## src/rtl/pwm_capture_pkg.sv

```systemverilog
// pwm_capture_pkg: shared FSM encoding and elaboration-time helpers for the
// PWM/pulse capture block (period and active-time measurement in 1 us units).
package pwm_capture_pkg;

  // Measurement FSM: IDLE waits for the arming edge, MEAS counts between edges.
  typedef enum logic [0:0] {
    ST_IDLE = 1'b0,
    ST_MEAS = 1'b1
  } state_t;

  // Terminal value of the 1 us prescaler for a given clock frequency in Hz.
  function automatic int presc_max(input int unsigned clk_freq);
    return int'(clk_freq / 32'd1_000_000) - 32'sd1;
  endfunction

  // The timeout must be reachable below counter saturation (2^cnt_w - 1).
  function automatic bit timeout_ok(input int cnt_w, input longint timeout_us);
    longint lim;
    lim = (64'sd1 <<< cnt_w) - 64'sd1;
    return (timeout_us < lim);
  endfunction

endpackage

```

## src/rtl/pwm_capture_in_conditioner.sv

```systemverilog
// pwm_in_conditioner: synchronises the asynchronous pulse pin, optionally
// glitch-filters it (macro PWM_CAPTURE_GLITCH_FILTER_EN), and produces the
// registered active flag plus a one-clock active-rise pulse.
// Pin-to-act_rise latency is 3 clocks, or 3+FILTER_LEN with the filter.
module pwm_in_conditioner #(
  parameter logic IN_VALID_LEVEL = 1'b1,
  parameter int   FILTER_LEN     = 4
) (
  input  logic sys_clk,
  input  logic sys_rst_n,
  input  logic pwm_in,
  output logic act,
  output logic act_rise
);

  logic sync1_r;
  logic sync2_r;
  logic lvl_s;
  logic act_r;
  logic act_d1_r;

  if (FILTER_LEN < 1) begin : g_filter_len_check
    $error("pwm_in_conditioner: FILTER_LEN must be at least 1");
  end

  // Two-flop synchroniser; resets to the inactive level so no edge is seen at release.
  always_ff @(posedge sys_clk or negedge sys_rst_n) begin
    if (!sys_rst_n) begin
      sync1_r <= ~IN_VALID_LEVEL;
      sync2_r <= ~IN_VALID_LEVEL;
    end else begin
      sync1_r <= pwm_in;
      sync2_r <= sync1_r;
    end
  end

`ifdef PWM_CAPTURE_GLITCH_FILTER_EN
  localparam int FILT_W = (FILTER_LEN > 1) ? $clog2(FILTER_LEN) : 1;

  logic [FILT_W-1:0] filt_cnt_r;
  logic              filt_r;

  // Filtered level follows the synced level only after FILTER_LEN identical differing samples.
  always_ff @(posedge sys_clk or negedge sys_rst_n) begin
    if (!sys_rst_n) begin
      filt_r     <= ~IN_VALID_LEVEL;
      filt_cnt_r <= '0;
    end else if (sync2_r == filt_r) begin
      filt_cnt_r <= '0;
    end else if (filt_cnt_r == FILT_W'(FILTER_LEN - 1)) begin
      filt_r     <= sync2_r;
      filt_cnt_r <= '0;
    end else begin
      filt_cnt_r <= filt_cnt_r + FILT_W'(1);
    end
  end

  assign lvl_s = filt_r;
`else
  assign lvl_s = sync2_r;
`endif

  // Active flag and its one-clock-delayed copy for rise detection.
  always_ff @(posedge sys_clk or negedge sys_rst_n) begin
    if (!sys_rst_n) begin
      act_r    <= 1'b0;
      act_d1_r <= 1'b0;
    end else begin
      act_r    <= (lvl_s == IN_VALID_LEVEL);
      act_d1_r <= act_r;
    end
  end

  assign act      = act_r;
  assign act_rise = act_r & ~act_d1_r;

endmodule

```

## src/rtl/pwm_capture.sv

```systemverilog
// pwm_capture: measures period and active-level time of an external pulse
// input in 1 us units, publishes each result with a one-clock meas_valid
// strobe and raises sig_lost after TIMEOUT_US without an active edge.
// Optional glitch filter: define PWM_CAPTURE_GLITCH_FILTER_EN.
module pwm_capture
  import pwm_capture_pkg::*;
#(
  parameter int unsigned CLK_FREQ       = 32'd50_000_000,
  parameter int          CNT_W          = 20,
  parameter int unsigned TIMEOUT_US     = 32'd100_000,
  parameter logic        IN_VALID_LEVEL = 1'b1,
  parameter int          FILTER_LEN     = 4
) (
  input  logic             sys_clk,
  input  logic             sys_rst_n,
  input  logic             pwm_in,
  output logic [CNT_W-1:0] meas_period,
  output logic [CNT_W-1:0] meas_active,
  output logic             meas_valid,
  output logic             sig_lost
);

  localparam int PRESC_MAX = presc_max(CLK_FREQ);
  localparam int PRESC_W   = (PRESC_MAX > 0) ? $clog2(PRESC_MAX + 1) : 1;

  if (!timeout_ok(CNT_W, longint'(TIMEOUT_US))) begin : g_timeout_check
    $error("pwm_capture: TIMEOUT_US must be below 2^CNT_W - 1");
  end

  if ((CLK_FREQ % 32'd1_000_000) != 32'd0) begin : g_clk_freq_check
    $error("pwm_capture: CLK_FREQ must be a multiple of 1 MHz");
  end

  logic [PRESC_W-1:0] presc_r;
  logic               tick_1us_s;
  logic               act_s;
  logic               act_rise_s;

  state_t             state_r,       state_nxt_s;
  logic [CNT_W-1:0]   per_cnt_r,     per_cnt_nxt_s;
  logic [CNT_W-1:0]   act_cnt_r,     act_cnt_nxt_s;
  logic [CNT_W-1:0]   meas_period_r, meas_period_nxt_s;
  logic [CNT_W-1:0]   meas_active_r, meas_active_nxt_s;
  logic               meas_valid_r,  meas_valid_nxt_s;
  logic               sig_lost_r,    sig_lost_nxt_s;
  logic               timeout_s;

  // Saturating increment: counters stick at all-ones instead of wrapping.
  function automatic logic [CNT_W-1:0] sat_inc(input logic [CNT_W-1:0] v);
    if (v == {CNT_W{1'b1}}) begin
      return v;
    end else begin
      return v + CNT_W'(1);
    end
  endfunction

  pwm_in_conditioner #(
    .IN_VALID_LEVEL (IN_VALID_LEVEL),
    .FILTER_LEN     (FILTER_LEN)
  ) u_cond (
    .sys_clk   (sys_clk),
    .sys_rst_n (sys_rst_n),
    .pwm_in    (pwm_in),
    .act       (act_s),
    .act_rise  (act_rise_s)
  );

  assign tick_1us_s = (presc_r == PRESC_W'(PRESC_MAX));

  // Free-running 1 us prescaler; edges never realign it.
  always_ff @(posedge sys_clk or negedge sys_rst_n) begin
    if (!sys_rst_n) begin
      presc_r <= '0;
    end else if (tick_1us_s) begin
      presc_r <= '0;
    end else begin
      presc_r <= presc_r + PRESC_W'(1);
    end
  end

  assign timeout_s = (per_cnt_r >= CNT_W'(TIMEOUT_US));

  // Next-state, counter and result logic; an active rise outranks a timeout.
  always_comb begin
    state_nxt_s       = state_r;
    per_cnt_nxt_s     = per_cnt_r;
    act_cnt_nxt_s     = act_cnt_r;
    meas_period_nxt_s = meas_period_r;
    meas_active_nxt_s = meas_active_r;
    meas_valid_nxt_s  = 1'b0;
    sig_lost_nxt_s    = sig_lost_r;
    case (state_r)
      ST_IDLE: begin
        per_cnt_nxt_s = '0;
        act_cnt_nxt_s = '0;
        if (act_rise_s) begin
          state_nxt_s = ST_MEAS;
        end else begin
          state_nxt_s = ST_IDLE;
        end
      end
      ST_MEAS: begin
        if (act_rise_s) begin
          meas_period_nxt_s = per_cnt_r;
          meas_active_nxt_s = act_cnt_r;
          meas_valid_nxt_s  = 1'b1;
          sig_lost_nxt_s    = 1'b0;
          per_cnt_nxt_s     = '0;
          act_cnt_nxt_s     = '0;
        end else if (timeout_s) begin
          sig_lost_nxt_s    = 1'b1;
          meas_period_nxt_s = '0;
          meas_active_nxt_s = '0;
          per_cnt_nxt_s     = '0;
          act_cnt_nxt_s     = '0;
          state_nxt_s       = ST_IDLE;
        end else if (tick_1us_s) begin
          per_cnt_nxt_s = sat_inc(per_cnt_r);
          if (act_s) begin
            act_cnt_nxt_s = sat_inc(act_cnt_r);
          end else begin
            act_cnt_nxt_s = act_cnt_r;
          end
        end else begin
          per_cnt_nxt_s = per_cnt_r;
        end
      end
      default: begin
        state_nxt_s   = ST_IDLE;
        per_cnt_nxt_s = '0;
        act_cnt_nxt_s = '0;
      end
    endcase
  end

  // State, counter and output registers; reset discards any partial measurement.
  always_ff @(posedge sys_clk or negedge sys_rst_n) begin
    if (!sys_rst_n) begin
      state_r       <= ST_IDLE;
      per_cnt_r     <= '0;
      act_cnt_r     <= '0;
      meas_period_r <= '0;
      meas_active_r <= '0;
      meas_valid_r  <= 1'b0;
      sig_lost_r    <= 1'b1;
    end else begin
      state_r       <= state_nxt_s;
      per_cnt_r     <= per_cnt_nxt_s;
      act_cnt_r     <= act_cnt_nxt_s;
      meas_period_r <= meas_period_nxt_s;
      meas_active_r <= meas_active_nxt_s;
      meas_valid_r  <= meas_valid_nxt_s;
      sig_lost_r    <= sig_lost_nxt_s;
    end
  end

  assign meas_period = meas_period_r;
  assign meas_active = meas_active_r;
  assign meas_valid  = meas_valid_r;
  assign sig_lost    = sig_lost_r;

endmodule

```

## config.mk

```make
export PLATFORM = sky130hd
export DESIGN_NAME = pwm_capture
export DESIGN_NICKNAME = d
export VERILOG_FILES = /design/src/rtl/pwm_capture_pkg.sv /design/src/rtl/pwm_capture_in_conditioner.sv /design/src/rtl/pwm_capture.sv
export SDC_FILE = /design/constraint.sdc
export NUM_CORES = 1
export LEC_CHECK = 0
export ABC_CLOCK_PERIOD_IN_PS = 2900
export CORE_MARGIN = 1
export CORE_UTILIZATION = 40
export CTS_CLUSTER_DIAMETER = 40
export CTS_CLUSTER_SIZE = 30
export DETAILED_ROUTE_END_ITERATION = 8
export SLEW_MARGIN = 25
export SYNTH_ARGS = -nofsm -noshare
export SYNTH_HDL_FRONTEND = slang
export SYNTH_SLANG_ARGS = --single-unit
```

## constraint.sdc

```tcl
create_clock -name sys_clk -period 2.9 [get_ports sys_clk]
set_input_delay 0.435 -clock sys_clk [delete_from_list [all_inputs] [get_ports sys_clk]]
set_output_delay 0.435 -clock sys_clk [all_outputs]
set_load 0.005 [all_outputs]
```

==> results.json <==
{
  "cp-endpoint": "act_cnt_r[2]",
  "start_kind": "flop",
  "hpwl_mm": 5.70,
  "cts-resized-gates": 0,
  "end_kind": "flop",
  "drv_slew": 0,
  "io_pins": 45,
  "layout.nets": 420,
  "synthToLayoutAreaGrowth_pct": 21.2,
  "synth-seq-area-share_pct": 57.5,
  "die_x_um": 103,
  "setup-violations-final": 0,
  "timing.final.crit_share_pct": 88.1,
  "switching_share_pct": 21.3,
  "grt-ovfl-total": 0,
  "wl_mm": 8.64,
  "crit_start": "act_cnt_r[0]",
  "max_freq_mhz": 391,
  "path_class": "flop to flop",
  "power_switching_mw": 0.517,
  "layout_commonest_cell": "dfrtp_1",
  "gp_congestion": 0.778,
  "worst_pin_slew_ns": 0.821,
  "cap_violations": 0,
  "final_cell_mix": "dfrtp_1 (92), a22o_1 (47), clkdlybuf4s50_1 (43), nor2_1 (34), nand3_1 (18)",
  "row_count": 36,
  "drc": 0,
  "nFillCells": 907,
  "path_clk_slew_ns": 0.08,
  "worstReg2RegEnd": "act_cnt_r[2]",
  "synth_ff_type": "dfrtp_1",
  "power_density_mw_per_mm2": 494,
  "reg2reg_from": "act_cnt_r[0]",
  "cts_tree": "yes",
  "post-route-min-period_ns": 2.56,
  "syn_inst": 363,
  "power.internal_mw": 1.91,
  "rsz0062_at_grt": "false",
  "vdd_drop_max_mv": 0.241,
  "diodes": 0,
  "io_buffers": 44,
  "finClkSkew_ns": 0.0136,
  "wl_per_cell_um": 15.7,
  "grt_max_degree": 55,
  "syn_avg_cell_area_um2": 11.2,
  "hp-class": "input port to asynchronous set/reset pin",
  "postCtsSetupBuffers": 0,
  "initial_core_util_pct": 41.5,
  "cts_buffers": 9,
  "drive_above_1_share_pct": 7.43,
  "netlist_area_mm2": 0.00405,
  "power.share.clock_pct": 41.8,
  "grt_antenna_before_repair": 0,
  "clockBufferDepth": 2,
  "hold_violations": 0,
  "synth_edf_count": 0,
  "slew_headroom_pct": 45.3,
  "grt_pass1_wl_mm": 14.4,
  "dieArea_mm2": 0.0105,
  "cp_max_fo": 16,
  "synth_seq_cells": 93,
  "postLayoutCoreUtil_pct": 50.3,
  "clock_sinks": 93,
  "async_flop_share_pct": 100,
  "outcome": "finished, final reports clean",
  "ys_types": 50,
  "insertion_delay_ns": 0.35,
  "worstPathRequired_ns": 3.14,
  "ctsHtreeMaxLevel": 3,
  "worst_slack_ns": 0.344,
  "yosysWarnings": 0,
  "dp_slack_ns": 0.383,
  "cts-root-buf": "clkbuf_8",
  "grt_pass1_vias": 2924,
  "ant_nets": 0,
  "tns_ns": 0,
  "via_per_inst": 5.57,
  "pwr-share-seq_pct": 54.2,
  "grtUsageTotal_pct": 17.7,
  "pwr-share-comb_pct": 4.0,
  "hold_buffers": 0,
  "vias": 3061,
  "drt_first_iter_violations": 157,
  "design.core.area_mm2": 0.00977,
  "power.leakage_nw": 2.05,
  "crit_arrival_ns": 2.79,
  "worst-r2r-cell-count": 6,
  "r2r_slack_ns": 0.34,
  "first_pass_iters": 4,
  "die_height_um": 103
}
synth_stat cells (2+ instances only):
cell       number  share of area, %
and2_1          4              0.62
dfrtp_1        92                57
a32oi_1         2              0.43
nor2_1         35               3.2
nor3_1         11               1.4
nand3_1        18               2.2
o2bb2ai_1       3              0.65
nor2b_1         4              0.62
o21a_1          4              0.74
nor4_1          4              0.62
a22oi_1         5              0.93
nand2b_1        2              0.31
and3_1          5              0.77
clkbuf_1       12               1.1
nand4_1        12               1.9
buf_2           2              0.25
or3_1           2              0.31
o21ai_0         9               1.1
a22o_1         47                10
xnor2_1        11               2.4
a21oi_1        10               1.2
xor2_1          5               1.1
ha_1            5               1.5
inv_1          10              0.93
nand2_1        15               1.4
mux2i_1         2              0.49
a31oi_1         4              0.62
a21boi_0        2              0.37
o22ai_1         5              0.77
sequential cells by signal, summed over array words and instances (netlist names):
register         flops
act_cnt_r           20
sig_lost             1
state_r              1
u_cond.act           1
u_cond.sync1_r       1
meas_active         20
presc_r              6
meas_valid           1
meas_period         20
u_cond.act_d1_r      1
per_cnt_r           20
u_cond.lvl_s         1
routing by layer:
layer	global-route usage [%]	wire, um	up-vias
li1	-	-	1449
met1	25.9	4380	1536
met5	0	0	-
met3	2.64	354	7
met4	6.48	78	0
met2	26.6	3830	69
area by class of cell:
cell class	count	area [um^2]	share of cell area, %
clock inverters	6	111	2.27
flip-flops and latches	93	2330	47.4
multi-input cells	247	1640	33.4
clock buffers	10	128	2.60
inverters	10	37.5	0.764
well taps	133	166	3.39
repair buffers	51	503	10.2
metrics by stage:
stage | cell area, um^2 | std cells | hold slack [ns] | power [mW]
6_report | 4910 | 550 | 0.130 | 2.43
4_1_cts | 4910 | 550 | 0.139 | 2.46
2_1_floorplan | 4060 | 365 | 0.139 | 1.38
3_5_place_dp | 4670 | 534 | 0.335 | 1.44
5_1_grt | 4910 | 550 | 0.179 | 2.52
3_3_place_gp | 4670 | 534 | 0.336 | 1.44
critical path: stages, from the launching register on:
cell and delay (ns):
dfrtp_1 0.48, ha_1 0.23, nand3_1 0.24, nor4_4 0.60, a221o_2 0.46, nor3_2 0.18
a22o_1 0.26
how the worst min path moves through the flow:
| stage | from | end | slack, ns |
|---|---|---|---|
| 6_report | sys_rst_n | meas_active[9] | 0.13 |
| 4_1_cts | sys_rst_n | meas_period[16] | 0.14 |
| 2_1_floorplan | sys_rst_n | act_cnt_r[0] | 0.14 |
| 3_3_place_gp | u_cond.sync1_r | u_cond.lvl_s | 0.34 |
| 3_5_place_dp | u_cond.sync1_r | u_cond.lvl_s | 0.33 |
| 5_1_grt | sys_rst_n | meas_active[13] | 0.18 |
kinds of logic (layout without fill, tap and decap cells):
| group | count (synthesis) | after routing | share of synthesized area, % |
|---|---|---|---|
| and+or+nand+nor | 121 | 121 | 15.6 |
| DFF | 93 | 93 | 57.5 |
| buffers and inverters | 25 | 77 | 2.47 |
| xor gates and xnor gates | 16 | 16 | 3.46 |
| muxes | 2 | 2 | 0.494 |
| AOI/OAI and AO/OA | 100 | 100 | 18.9 |
| adders and majority gates | 5 | 5 | 1.54 |
| other | 1 | 3 | 0.0925 |
power groups by stage:
stage,logic [mW],clock network (mW),registers [mW]
final,0.0976,1.01,1.32
after global routing,0.111,1.09,1.32
after floorplan,0.0420,0,1.34
after global placement,0.100,0,1.34
after CTS,0.101,1.04,1.32
after detailed placement,0.101,0,1.34
(Power assumes the default switching activity.)
